$ cat config.mk
export PLATFORM = sky130hd
export DESIGN_NAME = uart_rx
export DESIGN_NICKNAME = d
export VERILOG_FILES = /design/src/rtl/uart_pkg.sv /design/src/rtl/sync_2ff.sv /design/src/rtl/uart_rx.sv
export SDC_FILE = /design/constraint.sdc
export NUM_CORES = 1
export LEC_CHECK = 0
export BUFFER_PORTS_ARGS = -buffer_cell sky130_fd_sc_hd__buf_2
export CAP_MARGIN = 10
export CORE_UTILIZATION = 35
export CTS_BUF_LIST = sky130_fd_sc_hd__clkbuf_8 sky130_fd_sc_hd__clkbuf_16
export CTS_CLUSTER_DIAMETER = 60
export DETAILED_ROUTE_END_ITERATION = 16
export PLACE_DENSITY = 0.57
export SYNTH_ARGS = -nofsm -noshare
export SYNTH_HDL_FRONTEND = slang
export SYNTH_HIERARCHICAL = 1
export SYNTH_SLANG_ARGS = --single-unit
$ cat constraint.sdc
create_clock -name clk -period 4.8 [get_ports clk]
set_clock_uncertainty 0.05 [all_clocks]
set_input_delay 0.96 -clock clk [delete_from_list [all_inputs] [get_ports clk]]
set_output_delay 0.96 -clock clk [all_outputs]
set_load 0.005 [all_outputs]
$ cat src/rtl/uart_pkg.sv
//------------------------------------------------------------------------------
// Module   : uart_pkg
// Brief    : Shared UART types and helpers for the RX and TX paths.
// Revision : 1.0 - initial release
//------------------------------------------------------------------------------
`default_nettype none

package uart_pkg;

    localparam int DATA_BITS = 8;

    typedef enum logic [2:0] {
        IDLE   = 3'd0,
        START  = 3'd1,
        DATA   = 3'd2,
        PARITY = 3'd3,
        STOP   = 3'd4
    } uart_state_e;

    // Rounded to the nearest whole clock.
    function automatic int clks_per_bit(input int clk_hz, input int baud);
        return (clk_hz + baud / 2) / baud;
    endfunction

endpackage

`default_nettype wire

$ cat src/rtl/sync_2ff.sv
//------------------------------------------------------------------------------
// Module   : sync_2ff
// Brief    : Two-flop synchroniser for asynchronous inputs, with selectable reset value.
// Revision : 1.0 - initial release
//------------------------------------------------------------------------------
`default_nettype none

module sync_2ff #(
    parameter int   WIDTH     = 1,
    parameter logic RESET_VAL = 1'b1
) (
    input  logic             clk,
    input  logic             rst,
    input  logic [WIDTH-1:0] i_d,
    output logic [WIDTH-1:0] o_q
);

    logic [WIDTH-1:0] meta_q;
    logic [WIDTH-1:0] sync_q;

    always_ff @(posedge clk) begin
        if (rst) begin
            meta_q <= {WIDTH{RESET_VAL}};
            sync_q <= {WIDTH{RESET_VAL}};
        end else begin
            meta_q <= i_d;
            sync_q <= meta_q;
        end
    end

    assign o_q = sync_q;

endmodule

`default_nettype wire

$ cat src/rtl/uart_rx.sv
//------------------------------------------------------------------------------
// Module   : uart_rx
// Brief    : 8N1 UART receiver with mid-bit sampling and a one-entry valid/ready
//            output buffer. Define UART_RX_PARITY_EN for 8E1 with o_parity_err.
// Revision : 1.0 - initial release
//------------------------------------------------------------------------------
`default_nettype none

module uart_rx
    import uart_pkg::*;
#(
    parameter int CLK_HZ = 64_000_000,
    parameter int BAUD   = 115_200
) (
    input  logic       clk,
    input  logic       rst,
    input  logic       i_rx,
    output logic [7:0] o_data,
    output logic       o_valid,
    input  logic       i_ready,
    output logic       o_frame_err,
    output logic       o_overrun,
`ifdef UART_RX_PARITY_EN
    output logic       o_parity_err,
`endif
    output logic       o_busy
);

    localparam int              CLKS_PER_BIT = clks_per_bit(CLK_HZ, BAUD);
    localparam int              c_CNT_W      = $clog2(CLKS_PER_BIT);
    localparam logic [c_CNT_W-1:0] c_HALF    = c_CNT_W'(CLKS_PER_BIT / 2 - 1);
    localparam logic [c_CNT_W-1:0] c_FULL    = c_CNT_W'(CLKS_PER_BIT - 1);

    logic               rx_s;
    logic               rx_q;
    uart_state_e        state_q;
    logic [c_CNT_W-1:0] cnt_q;
    logic [2:0]         idx_q;
    logic [7:0]         shift_q;
    logic [7:0]         data_q;
    logic               valid_q;
    logic               frame_err_q;
    logic               overrun_q;
    logic               sample_d;
    logic               stop_hit_d;
    logic               frame_err_d;
    logic               done_d;
`ifdef UART_RX_PARITY_EN
    logic               par_q;
    logic               parity_err_q;
    logic               parity_err_d;
`endif

    sync_2ff #(
        .WIDTH     (1),
        .RESET_VAL (1'b1)
    ) u_sync (
        .clk (clk),
        .rst (rst),
        .i_d (i_rx),
        .o_q (rx_s)
    );

    always_comb begin
        sample_d    = (cnt_q == '0);
        stop_hit_d  = (state_q == STOP) && sample_d;
        frame_err_d = stop_hit_d && !rx_s;
`ifdef UART_RX_PARITY_EN
        // A bad stop bit wins over a parity mismatch.
        parity_err_d = stop_hit_d && rx_s && (^{shift_q, par_q});
        done_d       = stop_hit_d && rx_s && !(^{shift_q, par_q});
`else
        done_d       = stop_hit_d && rx_s;
`endif
    end

    always_ff @(posedge clk) begin
        if (rst) begin
            rx_q        <= 1'b1;
            state_q     <= IDLE;
            cnt_q       <= '0;
            idx_q       <= '0;
            shift_q     <= '0;
            data_q      <= '0;
            valid_q     <= 1'b0;
            frame_err_q <= 1'b0;
            overrun_q   <= 1'b0;
`ifdef UART_RX_PARITY_EN
            par_q        <= 1'b0;
            parity_err_q <= 1'b0;
`endif
        end else begin
            rx_q        <= rx_s;
            frame_err_q <= frame_err_d;
            overrun_q   <= 1'b0;
`ifdef UART_RX_PARITY_EN
            parity_err_q <= parity_err_d;
`endif
            case (state_q)
                IDLE: begin
                    if (rx_q && !rx_s) begin
                        cnt_q   <= c_HALF;
                        state_q <= START;
                    end
                end
                START: begin
                    if (sample_d) begin
                        if (!rx_s) begin
                            cnt_q   <= c_FULL;
                            idx_q   <= '0;
                            state_q <= DATA;
                        end else begin
                            state_q <= IDLE;
                        end
                    end else begin
                        cnt_q <= cnt_q - 1'b1;
                    end
                end
                DATA: begin
                    if (sample_d) begin
                        shift_q <= {rx_s, shift_q[7:1]};
                        cnt_q   <= c_FULL;
                        if (idx_q == 3'(DATA_BITS - 1)) begin
`ifdef UART_RX_PARITY_EN
                            state_q <= PARITY;
`else
                            state_q <= STOP;
`endif
                        end else begin
                            idx_q <= idx_q + 1'b1;
                        end
                    end else begin
                        cnt_q <= cnt_q - 1'b1;
                    end
                end
`ifdef UART_RX_PARITY_EN
                PARITY: begin
                    if (sample_d) begin
                        par_q   <= rx_s;
                        cnt_q   <= c_FULL;
                        state_q <= STOP;
                    end else begin
                        cnt_q <= cnt_q - 1'b1;
                    end
                end
`endif
                STOP: begin
                    if (sample_d) begin
                        state_q <= IDLE;
                    end else begin
                        cnt_q <= cnt_q - 1'b1;
                    end
                end
                default: state_q <= IDLE;
            endcase

            // A completion coinciding with a handshake refills the buffer.
            if (done_d) begin
                if (!valid_q || i_ready) begin
                    data_q  <= shift_q;
                    valid_q <= 1'b1;
                end else begin
                    overrun_q <= 1'b1;
                end
            end else if (valid_q && i_ready) begin
                valid_q <= 1'b0;
            end
        end
    end

    assign o_data      = data_q;
    assign o_valid     = valid_q;
    assign o_frame_err = frame_err_q;
    assign o_overrun   = overrun_q;
    assign o_busy      = (state_q != IDLE);
`ifdef UART_RX_PARITY_EN
    assign o_parity_err = parity_err_q;
`endif

endmodule

`default_nettype wire

== Word level (Yosys, flattened, before mapping) ==
Cells that the tools add are included.
Cells by class
  add/sub/neg operators: 2
  equal/unequal tests: 14
  shift-type cells: 0
  div/mod/pow operators: 0
  order comparisons: 0
  multiplexer cells: 22
  reductions and logical operators: 21
  multipliers: 0
  bitwise operators: 1
Operators with widths (number)
  2-to-1 mux 10 bit: 5
  one-hot mux 10 bit (4 select lines): 1
  2-to-1 mux 3 bit: 9
  inequality test 2 bit, second input constant: 8
  one-hot mux 3 bit (4 select lines): 1
  logical NOT 10 bit: 1
  AND reduction 5 bit: 2
  subtractor 10 x 1 -> 10 bit, second input constant: 1
  == test 3 bit, second input constant: 2
  one-hot mux 3 bit (2 select lines): 1
  AND reduction 2 bit: 3
  logical AND 1 bit: 5
  2-to-1 mux 1 bit: 4
  AND reduction 4 bit: 1
  nonzero test 2 bit: 2
  nonzero test 4 bit: 1
  adder 3 x 1 -> 3 bit, second input constant: 1
  == test 3 x 1 -> 1 bit, second input constant: 1
  == test 3 x 2 -> 1 bit, second input constant: 1
  logical NOT 3 bit: 1
  inequality test 3 bit, second input constant: 1
  nonzero test 3 bit: 1
  logical NOT 1 bit: 2
  2-to-1 mux 2 bit: 1
  other kinds (4): 4
Storage, ports and cells
  output and inout port bits: 12
  memories: 0
  bits in latches: 0
  memory bits (writable): 0
  bits of input ports: 4
  memory bits (read-only): 0
  bits in registers: 38

== Depth between registers and ports, before layout ==
  depth after elaboration: 5
  depth in mapped cells: 8
  gate-level depth less buffers: 7

== Hierarchy ==
Netlist, hierarchy kept.
By module, submodules not included
  uart_rx: cells each 208, area each 1747.9 um^2, times used 1
  sync_2ff: cells each 4, area each 52.6 um^2, times used 1

== Least setup slack after synthesis ==
OpenSTA, ideal clock, no wires.
  kind: reg2reg
  from: register cnt_q[0]
  to: register data_q[0], in the netlist o_data[0]
  data required time: 4622 ps
  arrival time: 1970 ps
  setup slack: 2652 ps
  cell stages (with the launch flop): 8
  library setup time: 128 ps
  path through: dfxtp_1 -> inv_1 -> ha_1 -> or3b_2 -> nor4_1 -> nand4_2 -> mux2i_1 -> nor2_1
Between the ends
  word-level cells in the longest chain between the ends: 4
Ends and longest elaborated chain
  start: declaration: RTL line uart_rx.sv:37  | logic [c_CNT_W-1:0] cnt_q;
  start signal: assignment: RTL line uart_rx.sv:102  | cnt_q <= c_HALF;
  start signal: assignment: RTL line uart_rx.sv:109  | cnt_q <= c_FULL;
  start signal: assignment: RTL line uart_rx.sv:116  | cnt_q <= cnt_q - 1'b1;
  logical NOT 10 bit: RTL line uart_rx.sv:65  | sample_d = (cnt_q == '0);
  logical AND 1 bit: RTL line uart_rx.sv:66  | stop_hit_d = (state_q == STOP) && sample_d;
  logical AND 1 bit: RTL line uart_rx.sv:73  | done_d = stop_hit_d && rx_s;
  AND reduction 2 bit (no source line)
  end signal: assignment: RTL line uart_rx.sv:160  | data_q <= shift_q;
  end: declaration: RTL line uart_rx.sv:40  | logic [7:0] data_q;
Every way passes these cells.
A chain may end at the register's enable or synchronous reset.

== Final worst setup path ==
  from: register cnt_q[0]
  to: register data_q[4], in the netlist o_data[4]
Same word-level chain as after synthesis.

==> results.cfg <==
[drt]
viasPerCell = 5.09
routed-wl-met3_um = 82
dr.pass1.iters = 4
drt-met1-wl_um = 1800
finalWirelength_um = 3550
route.met2.wl_um = 1610
first_iter_violations = 105
wl_per_cell_um = 12.3
dr.max_layer_used = met4
vias = 1472
drc = 0
ant_nets = 0

[place]
port_buffers = 15
dp_hpwl_um = 2400
postPlaceCellArea_mm2 = 0.00190
place_inst = 281
place_congestion = 0.722

[final_layout]
fillers = 509
final_area_mm2 = 0.00202
area_growth_pct = 12.0
fin_nets = 228
fin_cells = 289
layout-drive-gt1-share = 0.180
num_antenna_cells = 0

[setup_path]
startpoint_type = flop
path_class = flop to flop
crit_required_ps = 4910
cp-end-kind = flop
regToRegSetupSlack_ps = 2280
worstPathMaxFanout = 13
arrival_ps = 2620

[timing]
fmax_mhz = 398
tightest_slew_ps = 676
setup-violations-final = 0
fin_crit_ps = 2520
relSlewSlack = 0.548
post-route-period-util = 0.524
tns_ps = 0
fin_hold_ws_ps = 358
rsz0062_at_grt = false
hold_viol_final = 0
finalMaxSlewViolations = 0

[logic_synthesis]
synth_seq_cells = 38
netlist_area_mm2 = 0.00180
synth_edf_count = 0
synth_flop_cell = dfxtp_1
synthDistinctLibCells = 41
synthesis.nets = 219
yosys_warnings = 6
synthCells = 212
ys_async_sr_fraction = 0
yosysSeqAreaShare = 0.423
postSynthAreaPerCell_um2 = 8.49

[clock_network]
numClockSinks = 38
cts-htree-levels = 2
clkLatencyLatePin_ps = 300
cts-root-buf = clkbuf_8
hold_buffers = 0
cts_resized = 0
cts_setup_buffers = 0
clockBufferDepth = 2
cts_tree = yes
cts_buffers = 5
clkSlewWorstSetupHoldPaths_ps = 80

[power]
power_mw = 0.948
irDropWorstVdd_mv = 0.176
powerDensity_mw_per_mm2 = 470
p_leak_nw = 0.812

[grt]
grt_max_degree = 38
first_global_vias = 1319
track_usage = 0.147
antenna_found_initial = 0
grt_pass1_wl_um = 6000
grt_overflow_total = 0

[run_status]
status = finished clean

[die]
core_area_mm2 = 0.00485
die_w_um = 73.7
core.rowCount = 25
top_level_ports = 16
dieArea_mm2 = 0.00544
start_util = 0.371
dieHeight_um = 73.7

[hold_path]
hold_class = flop to flop

[flow_run]
maxCapViolations = 0
[critical path: stages, from the launching register on]
cell and delay (ps):
dfxtp_1 350, inv_1 60, ha_1 150, or3b_2 590
nor4_1 460, nand4_2 390, mux2i_1 260, nor2_1 50
[metal layers]
layer,GRT usage,up-vias
li1,-,768
met1,0.192,680
met2,0.229,17
met3,0.0329,7
met4,0.0705,0
met5,0,-
[cell families after synthesis]
family	after synthesis	synth area share
compound gates	54	0.203
xor+xnor	1	0.00487
fa+ha+maj	4	0.0264
simple gates	87	0.251
buf+inv	20	0.0479
flops	38	0.423
mux	8	0.0445
[per-stage QoR]
step	worst slack [ps]	utilization
finish	2280	0.416
global route	1990	0.416
CTS	2230	0.416
detailed placement	2250	0.393
global placement	2290	0.393
floorplan	2650	-
[final cells by class]
cell class,instances,area (µm²),share of cell area
Tap cell,67,83.8,0.0416
Inverter,6,22.5,0.0112
Multi-Input combinational cell,154,953,0.473
Clock buffer,5,68.8,0.0341
Sequential cell,38,761,0.377
Clock inverter,3,45.0,0.0223
Timing Repair Buffer,16,82.6,0.0409
[synthesized netlist by cell type (all sizes together) (4+ instances only)]
master | number | area share
dfxtp | 38 | 0.42
or3b | 4 | 0.019
nor3 | 5 | 0.014
nor2 | 15 | 0.033
mux2i | 8 | 0.044
nor4 | 4 | 0.014
nand2b | 4 | 0.014
a21oi | 23 | 0.064
or2 | 5 | 0.017
clkbuf | 10 | 0.021
nand3 | 5 | 0.014
nand2 | 30 | 0.063
buf | 4 | 0.015
inv | 6 | 0.013
o21ai | 13 | 0.049
[flip-flops by register name, indices dropped and copies added (netlist names), 3 cells and up]
name,cells
cnt_q,10
idx_q,3
o_data,8
shift_q,8
state_q,3
[cell usage in the layout, fill, tap and decap left out, drive strengths merged, types with 3 or more instances in the layout]
master  Yosys  final
a211oi      3      3
a21oi      23     23
buf         4     16
clkbuf     10      5
dfxtp      38     38
ha          3      3
inv         6      6
mux2i       8      8
nand2      30     30
nand2b      4      4
nand3       5      5
nand3b      3      3
nand4       3      3
nor2       15     15
nor3        5      5
nor4        4      4
o21ai      13     13
o31a        3      3
o31ai       3      3
or2         5      5
or3b        4      4
or4         3      3
[path summary, 6_finish.rpt]
check,from,endpoint,cells after the start
worst max-delay path,cnt_q[0],o_data[4],7
worst min-delay path,u_sync/meta_q,u_sync/o_q,1
worst min register to register,u_sync/meta_q,u_sync/o_q,1
worst max register to register,cnt_q[0],o_data[4],7
[power breakdown]
part	leakage, nW	switching, mW	internal [mW]
clock network	0.0504	0.120	0.155
logic	0.454	0.201	0.103
registers	0.308	0.0307	0.338
Power figures use the tool's default switching activity.
